--- src/rtl/instruction_fetch.sv ---
// Instruction fetch unit: a five-state bus read sequencer with jump and interrupt redirection.
// Optional bus timeout is enabled by defining IFETCH_TIMEOUT_EN.
module instruction_fetch #(
  parameter logic [26:0] RESET_VECTOR   = 27'd0,
  parameter logic [26:0] INT_VECTOR     = 27'd1,
  parameter int          TIMEOUT_CYCLES = 16
) (
  input  logic        clk,
  input  logic        reset,
  input  logic        next_req,
  input  logic        jump_valid,
  input  logic [26:0] jump_addr,
  input  logic        int_req,
  input  logic [31:0] bus_data,
  input  logic        bus_done,
  output logic [26:0] bus_addr,
  output logic        bus_start,
  output logic [31:0] q,
  output logic        fetch,
  output logic        getRegs,
  output logic [26:0] pc,
  output logic [26:0] ret_pc,
  output logic        int_ack,
  output logic        busy,
  output logic        fetch_fault
);

  typedef enum logic [2:0] {IDLE, REQ, WAIT, DELIVER, REGS} state_t;

  state_t      state_reg, state_next;
  logic [26:0] pc_reg, ret_pc_reg, bus_addr_reg;
  logic [31:0] q_reg;
  logic [26:0] fetch_pc;
  logic        sel_int;
  logic        timeout;

  // Jump beats interrupt; a losing interrupt stays pending because int_req is a level.
  assign sel_int  = (state_reg == IDLE) && next_req && !jump_valid && int_req;
  assign fetch_pc = jump_valid ? jump_addr : (int_req ? INT_VECTOR : pc_reg);

`ifdef IFETCH_TIMEOUT_EN
  localparam int CW = $clog2(TIMEOUT_CYCLES + 1);

  logic [CW-1:0] cnt_reg;
  logic          fault_reg;

  assign timeout = (state_reg == WAIT) && !bus_done && (cnt_reg == CW'(TIMEOUT_CYCLES - 1));

  always_ff @(posedge clk or posedge reset) begin
    if (reset) begin
      cnt_reg   <= '0;
      fault_reg <= 1'b0;
    end else begin
      fault_reg <= timeout;
      if (state_reg == WAIT && !bus_done && !timeout)
        cnt_reg <= cnt_reg + CW'(1);
      else
        cnt_reg <= '0;
    end
  end

  assign fetch_fault = fault_reg;
`else
  assign timeout     = 1'b0;
  assign fetch_fault = 1'b0;
`endif

  always_ff @(posedge clk or posedge reset) begin
    if (reset)
      state_reg <= IDLE;
    else
      state_reg <= state_next;
  end

  always_comb begin
    state_next = state_reg;
    case (state_reg)
      IDLE:    if (next_req) state_next = REQ;
      REQ:     state_next = WAIT;
      WAIT: begin
        if (bus_done)
          state_next = DELIVER;
        else if (timeout)
          state_next = IDLE;
      end
      DELIVER: state_next = REGS;
      REGS:    state_next = IDLE;
      default: state_next = IDLE;
    endcase
  end

  // bus_addr doubles as the in-flight fetch PC, so the increment uses it directly.
  always_ff @(posedge clk or posedge reset) begin
    if (reset) begin
      pc_reg       <= RESET_VECTOR;
      ret_pc_reg   <= '0;
      bus_addr_reg <= '0;
      q_reg        <= '0;
    end else begin
      if (state_reg == IDLE && next_req)
        bus_addr_reg <= fetch_pc;
      if (sel_int)
        ret_pc_reg <= pc_reg;
      if (state_reg == WAIT) begin
        if (bus_done) begin
          q_reg  <= bus_data;
          pc_reg <= bus_addr_reg + 27'd1;
        end else if (timeout) begin
          q_reg <= '0;
        end
      end
    end
  end

  always_comb begin
    bus_start = (state_reg == REQ);
    fetch     = (state_reg == DELIVER);
    getRegs   = (state_reg == REGS);
    busy      = (state_reg != IDLE);
    int_ack   = sel_int && !reset;
  end

  assign bus_addr = bus_addr_reg;
  assign q        = q_reg;
  assign pc       = pc_reg;
  assign ret_pc   = ret_pc_reg;

endmodule

--- config.mk ---
export PLATFORM = sky130hd
export DESIGN_NAME = instruction_fetch
export DESIGN_NICKNAME = d
export VERILOG_FILES = /design/src/rtl/instruction_fetch.sv
export SDC_FILE = /design/constraint.sdc
export NUM_CORES = 1
export LEC_CHECK = 0
export CAP_MARGIN = 30
export CORE_MARGIN = 8
export CORE_UTILIZATION = 40
export DETAILED_ROUTE_END_ITERATION = 12
export GPL_ROUTABILITY_DRIVEN = 0
export GPL_TIMING_DRIVEN = 0
export MAX_ROUTING_LAYER = met4
export PLACE_DENSITY = 0.8
export RECOVER_POWER = 100
export SKIP_LAST_GASP = 1
export SLEW_MARGIN = 5
export SYNTH_ARGS = -nofsm -noshare
export SYNTH_HDL_FRONTEND = slang
export SYNTH_SLANG_ARGS = --single-unit
--- constraint.sdc ---
create_clock -name clk -period 12.7 [get_ports clk]
set_clock_uncertainty 0.1 [all_clocks]
set_input_delay 3.175 -clock clk [delete_from_list [all_inputs] [get_ports clk]]
set_output_delay 3.175 -clock clk [all_outputs]
set_load 0.03 [all_outputs]
Yosys cells after proc, flatten, opt, wreduce, memory -nomap -nowiden
Index checks and enable logic that the tools add are counted.
Cells by class
  reduce and logical (&&, ||, !) cells: 10
  add/sub/neg operators: 1
  muxes and demuxes: 5
  eq/ne operators: 6
Operators by type and width (count)
  two-way mux 27 bit: 2
  adder 27 x 1 -> 27 bit (second input constant): 1
  case mux 3 bit (4 select lines): 1
  equality test 3 x 2 -> 1 bit (second input constant): 2
  two-way mux 3 bit: 2
  logical AND 1 bit: 4
  != test 2 bit (second input constant): 2
  AND reduction 2 bit: 2
  equality test 3 x 1 -> 1 bit (second input constant): 1
  equality test 3 bit (second input constant): 1
  logical NOT 3 bit: 1
  nonzero test 3 bit: 1
  logical NOT 1 bit: 2
Storage, ports and cells
  logic and storage cells: 27
  output and inout bits: 119
  bits of input ports: 65
  bits in registers: 116

Depth between registers and ports, before layout
  depth after elaboration: 5
  gate-level depth with buffers: 7
  mapped depth without buffers: 6

Least setup slack after synthesis
OpenSTA, ideal clock, no wires.
  path kind: input port to output port
  from: in reset
  to: out int_ack
  data arrival time: 6.122 ns
  path slack: 3.303 ns
  stages on the path: 2
  data required time: 9.425 ns
  buffers on the path: 0
  cells stage by stage: inv_1 > and2_1
On the way
  longest elaborated chain between the ends: 2
Ends and longest elaborated chain
  from (decl): RTL line 9  | input logic reset,
  logical NOT 1 bit: RTL line 120  | int_ack = sel_int && !reset;
  logical AND 1 bit: RTL line 120
  to (decl): RTL line 23  | output logic int_ack,
Every way passes these cells.

Worst setup path after layout
Same ends and word-level chain as after synthesis.

==> flow_summary_export.csv <==
group,metric,value,unit
outcome,status,"complete, but fails checks",
outcome,violations,"capacitance limit, slew limit",
sta,fin_setup_tns,0,ns
power_and_ir_drop,p_leak,3.61,nW
grt,overflow,0,
logic_synthesis,synth_fa_ha_area_share,0.240,%
run,cap_violations,2,
power_and_ir_drop,power_density,272,nW/um2
logic_synthesis,yosysSeqAreaShare,55.6,%
layout,nFillCells,1116,
sta,min_period,9.91,ns
power_and_ir_drop,p_sw,0.000913,W
logic_synthesis,synth_area_leader_cell,"dfrtp_1",
routing,via_per_inst,5.06,
sta,drv_slew,120,
logic_synthesis,synth_edf_count,0,
logic_synthesis,syn-mean-instance-area,9.94,um2
cts,cts_tree,"done",
cts,insertion_delay,0.41,ns
floorplanning,row_count,41,
grt,track_usage,20.6,%
floorplanning,die_h,130,um
logic_synthesis,syn_area,5220,um2
setup_path,cp-end-kind,"primary output",
sta,fin_hold_ws,0.366,ns
setup_path,rr_worst_depth,7,
logic_synthesis,ys_types,36,
cts,clk_path_buf_depth,2,
cts,cts_inserted_buffers,17,
logic_synthesis,synth_top_family_by_area,"simple AND/OR/NAND/NOR gates",
routing,wl_per_cell,17.9,um
logic_synthesis,synth-simple-area-share,21.8,%
logic_synthesis,synth_nets,591,
logic_synthesis,synth.cells.most_frequent,"nand2_1 (157), dfrtp_1 (116), o21ai_0 (47)",
grt,grt_pass1_wl,25900,um
logic_synthesis,synthTopCellsByArea,"dfrtp_1 (56%), nand2_1 (11%), o21ai_0 (4.5%), nor3b_1 (3.9%), xor2_1 (3.0%)",
layout,largest_reg_flops,32,
setup_path,cp.required,9.43,ns
placement,port_buffers,180,
setup_path,startpoint,"reset",
cts,htreeDepth,4,
cts,cts.sinks,116,
grt,grt_max_degree,68,
worst_hold_path,min_path_cells,2,
setup_path,rrSetupSlack,9.76,ns
logic_synthesis,ys_warn_count,0,
cts,cts_hold_buf,0,
logic_synthesis,synth_ff_type,"dfrtp_1",
power_and_ir_drop,swShare,43.5,%
grt,antenna_found_initial,2,
cts,cts.repair.resized,0,
routing,drc,0,
logic_synthesis,syn_inst,525,
worst_hold_path,hp-class,"flop to flop",
placement,post_dp_cell_area,7270,um2
routing,drt-initial-drc-count,320,
logic_synthesis,ys_ff_latch,116,
power_and_ir_drop,peakVddDrop,0.169,mV
setup_path,regToRegStartpoint,"state_reg[1]",
layout,final_cell_area,7720,um2
cts,path_clk_slew,0.05,ns
sta,setup_viol,0,
floorplanning,core_area,12700,um2
floorplanning,die_w,130,um
cts,root_buffer,"clkbuf_16",
routing,ant_nets,0,
sta,post-route-period-util,78.0,%
power_and_ir_drop,pwr-share-comb,45.8,%
logic_synthesis,synthMuxAreaShare,6.55,%
layout,nNetsFinal,791,
routing,totalWireLength,16300,um
logic_synthesis,synth_compound_area_share,7.70,%
routing,vias,4608,
grt,first_global_vias,4899,
setup_path,startpoint_type,"primary input",
setup_path,crit_fanout,51,
sta,rsz0062_at_grt,"false",
setup_path,arrival,6.63,ns
setup_path,path_class,"primary input to primary output",
layout,drive_gt1_share,6.11,%
cts,cts_setup_buffers,0,
sta,slew_headroom,-142,%
placement,dp_hpwl,12100,um
power_and_ir_drop,power.clock.fraction,21.9,%
sta,tightest_slew,3.63,ns
sta,fmax,101,MHz
floorplanning,pin_count,184,
worst_hold_path,worstHoldStart,"q[1]",
power_and_ir_drop,p_seq_share,32.3,%
layout,area_delta_synth_final,48.1,%
floorplanning,fp.dieArea,17000,um2
logic_synthesis,synth_xor_area_share,4.37,%
logic_synthesis,yosys.area.top_type_share,55.6,%
logic_synthesis,synth_most_common_cell,"nand2_1",
floorplanning,start_util,41.2,%
sta,hold_viol_final,0,
routing,firstDrtPassIters,5,
logic_synthesis,async_flop_share,100,%
power_and_ir_drop,p_int,0.00119,W
==> cell families (layout without fill, tap and decap cells) <==
| kind of cell | Yosys count | in the layout |
|---|---|---|
| mux | 27 | 27 |
| buf+inv | 37 | 249 |
| simple gates | 238 | 238 |
| fa+ha+maj | 1 | 1 |
| flops | 116 | 116 |
| xor+xnor | 26 | 26 |
| other cells | 1 | 3 |
| compound gates | 79 | 79 |
==> worst max-delay path, stage by stage <==
cell,delay [ns]
clkdlybuf4s50_1,0.47
clkinvlp_2,1.69
and2_0,0.67
clkdlybuf4s50_1,0.61
==> power by group through the flow <==
stage	clock network (W)	registers (W)	logic, W
final	0.000459	0.000680	0.000962
after global routing	0.000485	0.000705	0.00103
after CTS	0.000470	0.000688	0.00106
after detailed placement	0	0.000691	0.00105
after global placement	0	0.000680	0.00103
after floorplan	0	0.000979	0.000279
==> through the flow <==
stage | instances | total power, W | util [%] | worst slack (ns)
final | 911 | 0.00210 | 61.0 | 2.79
after global routing | 911 | 0.00222 | 61.0 | 2.24
after CTS | 909 | 0.00221 | 61.8 | 4.22
after detailed placement | 878 | 0.00174 | 57.3 | 4.23
after global placement | 877 | 0.00171 | 57.1 | 1.48
after floorplan | 525 | 0.00126 | - | 3.30
==> worst paths after layout <==
check | end
hold reg to reg | q[1]
min in group asynchronous | q[31]
hold / removal | q[1]
setup / recovery | int_ack
max in group asynchronous | ret_pc[16]
setup reg to reg | ret_pc[1]
==> placed cells by master, fill, tap and decap left out, types with 4 or more instances in the layout <==
cell               n
and4_1             4
dfrtp_1          116
clkinv_2           5
nor3b_1           28
a21oi_1           26
nand3_1           12
mux2_2             8
nor2_1            10
xor2_1            18
nand4_1            8
dlygate4sd3_1    119
o21ai_0           51
mux2_1            18
and3_1             8
clkbuf_16         17
nand2_1          158
xnor2_1            8
clkdlybuf4s50_1   61
clkbuf_1          31
==> final cells by class <==
class | instances | area [um2] | area share, %
inverter | 3 | 12.5 | 0.162
clock buffer | 21 | 460 | 5.96
antenna | 2 | 5.00 | 0.0648
multi-input combinational | 372 | 2080 | 26.9
buffer | 34 | 136 | 1.77
clock inverter | 10 | 108 | 1.39
timing repair buffer | 181 | 1810 | 23.4
tap | 172 | 215 | 2.79
sequential | 116 | 2900 | 37.6
==> metal layers <==
metal	part of all wire [%]	track usage (%)
met3	8.7	7.26
met1	41	23.5
met5	0	-
met4	2.2	8.20
met2	49	32.5
Power figures use the tool's default switching activity.
